===== src/rtl/uart_rx_word_packer_if.sv =====
`default_nettype none
// ============================================================================
// Module   : uart_rx_word_packer_if
// Purpose  : AXI-Stream style bundle (data, keep, user, last, valid/ready).
// Revision : 1.0 - initial release
// ============================================================================
interface uart_rx_word_packer_if #(
  parameter int DATA_W = 32,
  parameter int KEEP_W = 4
);
  logic [DATA_W-1:0] tdata;
  logic [KEEP_W-1:0] tkeep;
  logic              tuser;
  logic              tlast;
  logic              tvalid;
  logic              tready;

  modport master (
    output tdata, tkeep, tuser, tlast, tvalid,
    input  tready
  );

  modport slave (
    input  tdata, tkeep, tuser, tlast, tvalid,
    output tready
  );
endinterface
`default_nettype wire


===== src/rtl/uart_rx_word_packer.sv =====
`default_nettype none
// ============================================================================
// Module   : uart_rx_word_packer
// Purpose  : Packs UART bytes little-endian into 32-bit stream words, with
//            partial-word emission on idle timeout or flush.
// Revision : 1.0 - initial release
// ============================================================================
module uart_rx_word_packer #(
  parameter int IDLE_TIMEOUT = 1024,
  parameter bit DROP_ERRORS  = 1'b0
) (
  input  wire logic              aclk,
  input  wire logic              aresetn,
  input  wire logic              flush,
  uart_rx_word_packer_if.slave   s_axis,
  uart_rx_word_packer_if.master  m_axis
);

  localparam bit TIMEOUT_EN = (IDLE_TIMEOUT > 0);
  localparam int TIMER_W    = TIMEOUT_EN ? $clog2(IDLE_TIMEOUT + 1) : 1;
  localparam logic [TIMER_W-1:0] TIMER_LAST =
      TIMER_W'(TIMEOUT_EN ? IDLE_TIMEOUT - 1 : 0);

  typedef enum logic [0:0] {
    FILL = 1'b0,
    OUT  = 1'b1
  } state_t;

  state_t             state, state_next;
  logic [31:0]        acc, acc_next;
  logic [3:0]         keep, keep_next;
  logic               err, err_next;
  logic [1:0]         idx, idx_next;
  logic [TIMER_W-1:0] timer, timer_next;

  logic [31:0]        out_data, out_data_next;
  logic [3:0]         out_keep, out_keep_next;
  logic               out_user, out_user_next;
  logic               out_last, out_last_next;
  logic               out_valid, out_valid_next;

  logic               s_ready;
  logic               accept;
  logic               drop;
  logic               take;
  logic               timeout_hit;
  logic               flush_hit;
  logic               unused_bits;

  assign s_ready = (state == FILL) && aresetn;
  assign accept  = s_axis.tvalid && s_ready;
  assign drop    = DROP_ERRORS && s_axis.tuser;
  assign take    = accept && !drop;

  // Any accepted byte (even a dropped one) suppresses the timeout that cycle.
  assign timeout_hit = TIMEOUT_EN && (state == FILL) && !accept &&
                       (idx != 2'd0) && (timer == TIMER_LAST);

  assign unused_bits = ^{s_axis.tdata[15:8], s_axis.tkeep, s_axis.tlast};

  assign s_axis.tready = s_ready;
  assign m_axis.tdata  = out_data;
  assign m_axis.tkeep  = out_keep;
  assign m_axis.tuser  = out_user;
  assign m_axis.tlast  = out_last;
  assign m_axis.tvalid = out_valid;

  always_comb begin
    state_next     = state;
    acc_next       = acc;
    keep_next      = keep;
    err_next       = err;
    idx_next       = idx;
    timer_next     = timer;
    out_data_next  = out_data;
    out_keep_next  = out_keep;
    out_user_next  = out_user;
    out_last_next  = out_last;
    out_valid_next = out_valid;
    flush_hit      = 1'b0;

    case (state)
      FILL: begin
        if (take) begin
          acc_next[{idx, 3'b000} +: 8] = s_axis.tdata[7:0];
          keep_next[idx]               = 1'b1;
          err_next                     = err | s_axis.tuser;
          idx_next                     = idx + 2'd1;
          timer_next                   = '0;
        end else if (TIMEOUT_EN && !accept && (idx != 2'd0)) begin
          timer_next = timer + TIMER_W'(1);
        end

        // Flush looks at the lanes after this cycle's byte, so a byte
        // arriving with flush is included in the emitted word.
        flush_hit = flush && (keep_next != 4'h0);

        if ((take && (idx == 2'd3)) || flush_hit || timeout_hit) begin
          out_data_next  = acc_next;
          out_keep_next  = keep_next;
          out_user_next  = err_next;
          out_last_next  = flush_hit || timeout_hit;
          out_valid_next = 1'b1;
          state_next     = OUT;
        end
      end

      OUT: begin
        if (m_axis.tready) begin
          out_valid_next = 1'b0;
          acc_next       = '0;
          keep_next      = '0;
          err_next       = 1'b0;
          idx_next       = '0;
          timer_next     = '0;
          state_next     = FILL;
        end
      end

      default: begin
        state_next = FILL;
      end
    endcase
  end

  always_ff @(posedge aclk) begin
    if (!aresetn) begin
      state     <= FILL;
      acc       <= '0;
      keep      <= '0;
      err       <= 1'b0;
      idx       <= '0;
      timer     <= '0;
      out_data  <= '0;
      out_keep  <= '0;
      out_user  <= 1'b0;
      out_last  <= 1'b0;
      out_valid <= 1'b0;
    end else begin
      state     <= state_next;
      acc       <= acc_next;
      keep      <= keep_next;
      err       <= err_next;
      idx       <= idx_next;
      timer     <= timer_next;
      out_data  <= out_data_next;
      out_keep  <= out_keep_next;
      out_user  <= out_user_next;
      out_last  <= out_last_next;
      out_valid <= out_valid_next;
    end
  end

endmodule
`default_nettype wire


===== src/flat_wrapper.sv =====
// flat-port wrapper written by rule: the top's interface ports become plain ports
module uart_rx_word_packer_flat 
#(
  parameter int IDLE_TIMEOUT = 1024,
  parameter bit DROP_ERRORS  = 1'b0
)
  (aclk, aresetn, flush, s_axis_tdata, s_axis_tkeep, s_axis_tuser, s_axis_tlast, s_axis_tvalid, s_axis_tready, m_axis_tdata, m_axis_tkeep, m_axis_tuser, m_axis_tlast, m_axis_tvalid, m_axis_tready);
  uart_rx_word_packer_if #(.DATA_W(16), .KEEP_W(2)) s_axis_i ();
  uart_rx_word_packer_if #(.DATA_W(32), .KEEP_W(4)) m_axis_i ();
  input  wire logic aclk;
  input  wire logic aresetn;
  input  wire logic flush;
  input wire logic [$bits(s_axis_i.tdata)-1:0] s_axis_tdata;
  input wire logic [$bits(s_axis_i.tkeep)-1:0] s_axis_tkeep;
  input wire logic [$bits(s_axis_i.tuser)-1:0] s_axis_tuser;
  input wire logic [$bits(s_axis_i.tlast)-1:0] s_axis_tlast;
  input wire logic [$bits(s_axis_i.tvalid)-1:0] s_axis_tvalid;
  output wire logic [$bits(s_axis_i.tready)-1:0] s_axis_tready;
  output wire logic [$bits(m_axis_i.tdata)-1:0] m_axis_tdata;
  output wire logic [$bits(m_axis_i.tkeep)-1:0] m_axis_tkeep;
  output wire logic [$bits(m_axis_i.tuser)-1:0] m_axis_tuser;
  output wire logic [$bits(m_axis_i.tlast)-1:0] m_axis_tlast;
  output wire logic [$bits(m_axis_i.tvalid)-1:0] m_axis_tvalid;
  input wire logic [$bits(m_axis_i.tready)-1:0] m_axis_tready;
  assign s_axis_i.tdata = s_axis_tdata;
  assign s_axis_i.tkeep = s_axis_tkeep;
  assign s_axis_i.tuser = s_axis_tuser;
  assign s_axis_i.tlast = s_axis_tlast;
  assign s_axis_i.tvalid = s_axis_tvalid;
  assign s_axis_tready = s_axis_i.tready;
  assign m_axis_tdata = m_axis_i.tdata;
  assign m_axis_tkeep = m_axis_i.tkeep;
  assign m_axis_tuser = m_axis_i.tuser;
  assign m_axis_tlast = m_axis_i.tlast;
  assign m_axis_tvalid = m_axis_i.tvalid;
  assign m_axis_i.tready = m_axis_tready;
  uart_rx_word_packer #(.IDLE_TIMEOUT(IDLE_TIMEOUT), .DROP_ERRORS(DROP_ERRORS)) u_core (.aclk(aclk), .aresetn(aresetn), .flush(flush), .s_axis(s_axis_i), .m_axis(m_axis_i));
endmodule

===== config.mk =====
export PLATFORM = sky130hd
export DESIGN_NAME = uart_rx_word_packer_flat
export DESIGN_NICKNAME = d
export VERILOG_FILES = /design/src/rtl/uart_rx_word_packer_if.sv /design/src/rtl/uart_rx_word_packer.sv /design/src/flat_wrapper.sv
export SDC_FILE = /design/constraint.sdc
export NUM_CORES = 1
export LEC_CHECK = 0
export ABC_CLOCK_PERIOD_IN_PS = 4900
export BUFFER_PORTS_ARGS = -buffer_cell sky130_fd_sc_hd__buf_2
export CAP_MARGIN = 15
export CORE_MARGIN = 5
export CORE_UTILIZATION = 25
export DETAILED_ROUTE_END_ITERATION = 16
export PLACE_DENSITY_LB_ADDON = 0.2
export SETUP_SLACK_MARGIN = 0.2
export SLEW_MARGIN = 20
export SYNTH_ARGS = -nofsm -noshare
export SYNTH_HDL_FRONTEND = slang
export SYNTH_SLANG_ARGS = --single-unit

===== constraint.sdc =====
create_clock -name aclk -period 4.9 [get_ports aclk]
set_input_delay 0.98 -clock aclk [delete_from_list [all_inputs] [get_ports aclk]]
set_output_delay 0.98 -clock aclk [all_outputs]
set_load 0.03 [all_outputs]

# Word-level counts from Yosys, hierarchy flattened
# Index checks and enable logic that the tools add are counted.
# totals
regBits,90
input_bits,25
output_inout_bits,40
# op_classes
add_sub_neg,3
magnitude_cmp,2
n_eq_ne,6
shifts,2
muxes,25
n_bitwise,3
n_reduce_logical,19
# ops
cell,count
32-bit 2-to-1 mux,2
32-bit case mux with 2 select lines,1
11-bit 2-to-1 mux,3
32-bit bitwise mux,1
8-bit by 7-bit variable shift with 32-bit output (first input constant),1
8-bit by 7-bit indexed part select with 32-bit output,1
11-bit case mux with 2 select lines,1
4-bit 2-to-1 mux,3
11-bit by 1-bit adder with 11-bit output (second input constant),1
11-bit by 10-bit == test with 1-bit output (second input constant),1
1-bit logical AND,9
4-bit case mux with 2 select lines,1
2-bit AND reduction,4
5-bit negator with 7-bit output,1
1-bit 2-to-1 mux,6
1-bit case mux with 2 select lines,3
2-bit 2-to-1 mux,2
2-bit != test (second input constant),2
4-bit bitwise OR,1
2-bit case mux with 2 select lines,1
4-bit nonzero test,1
1-bit logical OR,3
2-bit by 3-bit < comparator with 1-bit output (second input constant),1
3-bit by 2-bit != test with 1-bit output (second input constant),1
9 further kinds,9

# Longest topological paths before layout
# logic_depth
ltp_word,13
ltp_mapped,9
depth_no_buf,7

# Worst setup path after synthesis
# OpenSTA, ideal clock, no wires.
# synth_timing
kind,input to output
start,input port aresetn
end,output port s_axis_tready
t_arrival_ns,1.736
required_time_ns,3.920
setup_slack_ns,2.184
cell_stages,2
n_path_buf,1
path_cell_list,buf_2 -> nor2b_1
# synth_via
elab_chain_len,1
# synth_lines
element,line,rtl
from (decl),flat_wrapper.sv:11,input wire logic aresetn;
1-bit logical AND,uart_rx_word_packer.sv:50,assign s_ready = (state == FILL) && aresetn;
to (decl),flat_wrapper.sv:18,output wire logic [$bits(s_axis_i.tready)-1:0] s_axis_tready;
# No other way between the ends.

# Final worst setup path
# Same ends and word-level chain as after synthesis.

==> results.py <==
metrics = {
    "timing": {
        "timing.fmax_mhz": 317,
        "final.setup.tns_ns": 0,
        "hold_viol_final": 0,
        "maxSlewHeadroom_pct": 43.7,
        "rsz0062_at_grt": "false",
        "slew_violations": 0,
        "tightest_slew_ns": 0.842,
        "finalClockSkew_ns": 0.00833,
        "fin_crit_ns": 3.16,
        "finalCritPeriodShare_pct": 64.4,
        "setup_viol": 0,
    },
    "setup_path": {
        "reg2reg_setup_slack_ns": 2.10,
        "arrival_ns": 2.18,
        "worst-setup-path-type": "in -> out",
        "path_max_fanout": 64,
        "cp.required_ns": 3.92,
        "rr_worst_depth": 7,
        "timing.rr.end": "u_core.m_axis.tdata[27]",
        "endpoint_kind": "output port",
        "cp-start-kind": "primary input",
        "r2r_start": "u_core.idx[0]",
        "critPathLaunch": "aresetn",
    },
    "global_route": {
        "grt_usage_pct": 11.2,
        "grt_overflow_total": 0,
        "antenna_found_initial": 0,
        "grt_max_degree": 65,
        "grt_pass1_vias": 3144,
        "grt_pass1_wl_um": 16400,
    },
    "cts": {
        "cts_hold_buf": 0,
        "post_cts_resized": 0,
        "cts_setup_buffers": 0,
        "worstSkewPairLatency_ns": 0.35,
        "clk_path_buf_depth": 2,
        "numCtsBuffers": 9,
        "cts.htree.levels": 3,
        "cts_tree": "yes",
        "cts-root-buf": "clkbuf_16",
        "clock_sinks": 90,
        "clk_pin_slew_ns": 0.07,
    },
    "place": {
        "hpwl_um": 6930,
        "finalWeightedCongestion": 0.770,
        "dpl_cell_area_sq_um": 4510,
        "portBuffers": 53,
    },
    "logic_synthesis": {
        "syn_area_per_cell_sq_um": 9.08,
        "synthArstFlopShare_pct": 0,
        "yosysTopAreaCell": "dfxtp_1",
        "synth_flop_cell": "dfxtp_1",
        "synth_nets": 485,
        "ys_seq_elements": 90,
        "synth-edff-count": 0,
        "yosysWarnings": 0,
        "ys_seq_area_share_pct": 44.0,
        "ys_types": 50,
        "netlist_area_sq_um": 4100,
        "syn-instance-count": 451,
        "synth_area_leaders": "dfxtp_1 (44%), a22o_1 (11%), nand2_1 (9.6%)",
        "yosys.area.top_type_share_pct": 44.0,
    },
    "detailed_routing": {
        "met3_length_um": 465,
        "drc": 0,
        "firstDrtPassIters": 4,
        "top_layer": "met4",
        "viasPerCell": 4.62,
        "wl_per_cell_um": 14.7,
        "num_vias": 3265,
        "drtAntennaViolNets": 0,
        "drt-initial-drc-count": 174,
        "wl_um": 10400,
        "met1_length_um": 5060,
        "met2WireLength_um": 4610,
    },
    "power": {
        "seq_power_share_pct": 46.7,
        "vdd_drop_max_uv": 173,
        "switching_share_pct": 27.7,
        "power_frac_clock_pct": 40.3,
        "p_leak_uw": 0.00202,
        "internal_power_uw": 1180,
        "switchingPower_uw": 453,
        "comb_power_share_pct": 13.0,
        "powerDensity_nw_per_um2": 341,
    },
    "final_layout": {
        "fin_area_sq_um": 4800,
        "drive_gt1_share_pct": 16.9,
        "antenna_cells": 0,
        "layout_commonest_cell": "nand2_1",
        "multi_input_area_sq_um": 2110,
        "nets": 520,
        "nFillCells": 1755,
        "final_cell_mix": "nand2_1 (105), dfxtp_1 (90), a22o_1 (53)",
        "seqCellArea_sq_um": 1800,
        "area_growth_pct": 17.1,
    },
    "worst_hold_path": {
        "min-delay-start": "u_core.m_axis.tdata[9]",
        "hold_path_class": "reg -> reg",
        "holdPathStages": 2,
        "min_to": "u_core.m_axis.tdata[9]",
    },
    "floorplanning": {
        "rows": 46,
        "io_pins": 65,
        "initial_utilization_pct": 25.6,
        "fp.dieH_um": 138,
        "coreArea_sq_um": 16000,
        "die_x_um": 138,
        "die_area_sq_um": 19000,
    },
    "status": {
        "outcome": "finished clean",
    },
    "flow_run": {
        "cap_violations": 0,
    },
}
[worst max-delay path, stage by stage]
cell and delay (ns):
buf_4 0.49, nor2b_1 0.40, buf_2 0.29
[per-layer routing]
layer,track usage (%),up-vias
met5,0,-
met1,14.7,1537
met3,3.01,14
met2,16.8,45
met4,5.60,0
li1,-,1669
[registers in the layout, summed over array words and instances (netlist names)]
| register | flops |
|---|---|
| u_core.m_axis.tlast | 1 |
| u_core.idx | 2 |
| u_core.m_axis.tdata | 32 |
| u_core.timer | 11 |
| u_core.keep | 4 |
| u_core.m_axis.tuser | 1 |
| u_core.acc | 32 |
| u_core.m_axis.tkeep | 4 |
| u_core.err | 1 |
| u_core.m_axis.tvalid | 1 |
| u_core.state | 1 |
[power groups by stage]
| stage | combinational [uW] | clock, uW | sequential (uW) |
|---|---|---|---|
| after floorplan | 158 | 0 | 785 |
| after global placement | 212 | 0 | 779 |
| after detailed placement | 215 | 0 | 780 |
| after CTS | 215 | 682 | 763 |
| after global routing | 233 | 714 | 766 |
| final | 212 | 659 | 763 |
[final cells by class]
class / count / area share, %
sequential: 90 / 37.6
tap: 216 / 5.64
clock buffer: 10 / 4.98
clock inverter: 6 / 0.861
timing repair buffer: 59 / 6.52
multi-input combinational: 321 / 44.0
inverter: 5 / 0.391
[cells by family after synthesis]
family	after synthesis	share of synthesized area, %
compound gates	106	19.4
fa+ha+maj	9	2.75
buf+inv	40	4.58
flops	90	44.0
mux	36	8.80
simple gates	170	20.5
[synthesized netlist by cell type, types with 2 or more instances]
master    instances
dfxtp_1          90
buf_2             5
o21ai_0          15
o311a_1           2
a22oi_1           3
buf_4             2
nand3_1           2
nand4_1           3
inv_1             5
a311oi_1          2
and3b_1           2
and4_1            3
and4bb_2          2
ha_1              9
mux2i_1          36
nor2b_1          11
a21oi_1          16
or2_2             2
nand2_1         105
buf_6             3
a31oi_1           3
o31ai_1           2
nand4b_1          5
a22o_1           53
buf_1             7
clkbuf_1         17
nand2b_1          9
a21o_1            3
nor2_1           12
and2_1            2
[stage by stage]
step	util [%]	hold slack, ns	std cells	power, uW	worst slack, ns
after detailed placement	28.2	0.448	691	995	1.39
final	30.0	0.453	707	1630	1.74
after global placement	28.2	0.444	691	991	1.37
after floorplan	-	0.438	451	943	2.18
after global routing	30.0	0.480	707	1710	1.63
after CTS	30.0	0.458	707	1660	1.38
[worst max path at each step]
stage / end
6_report: s_axis_tready
2_1_floorplan: s_axis_tready
4_1_cts: s_axis_tready
3_5_place_dp: s_axis_tready
5_1_grt: s_axis_tready
3_3_place_gp: s_axis_tready
No activity file was read; power rests on OpenSTA's default activity.
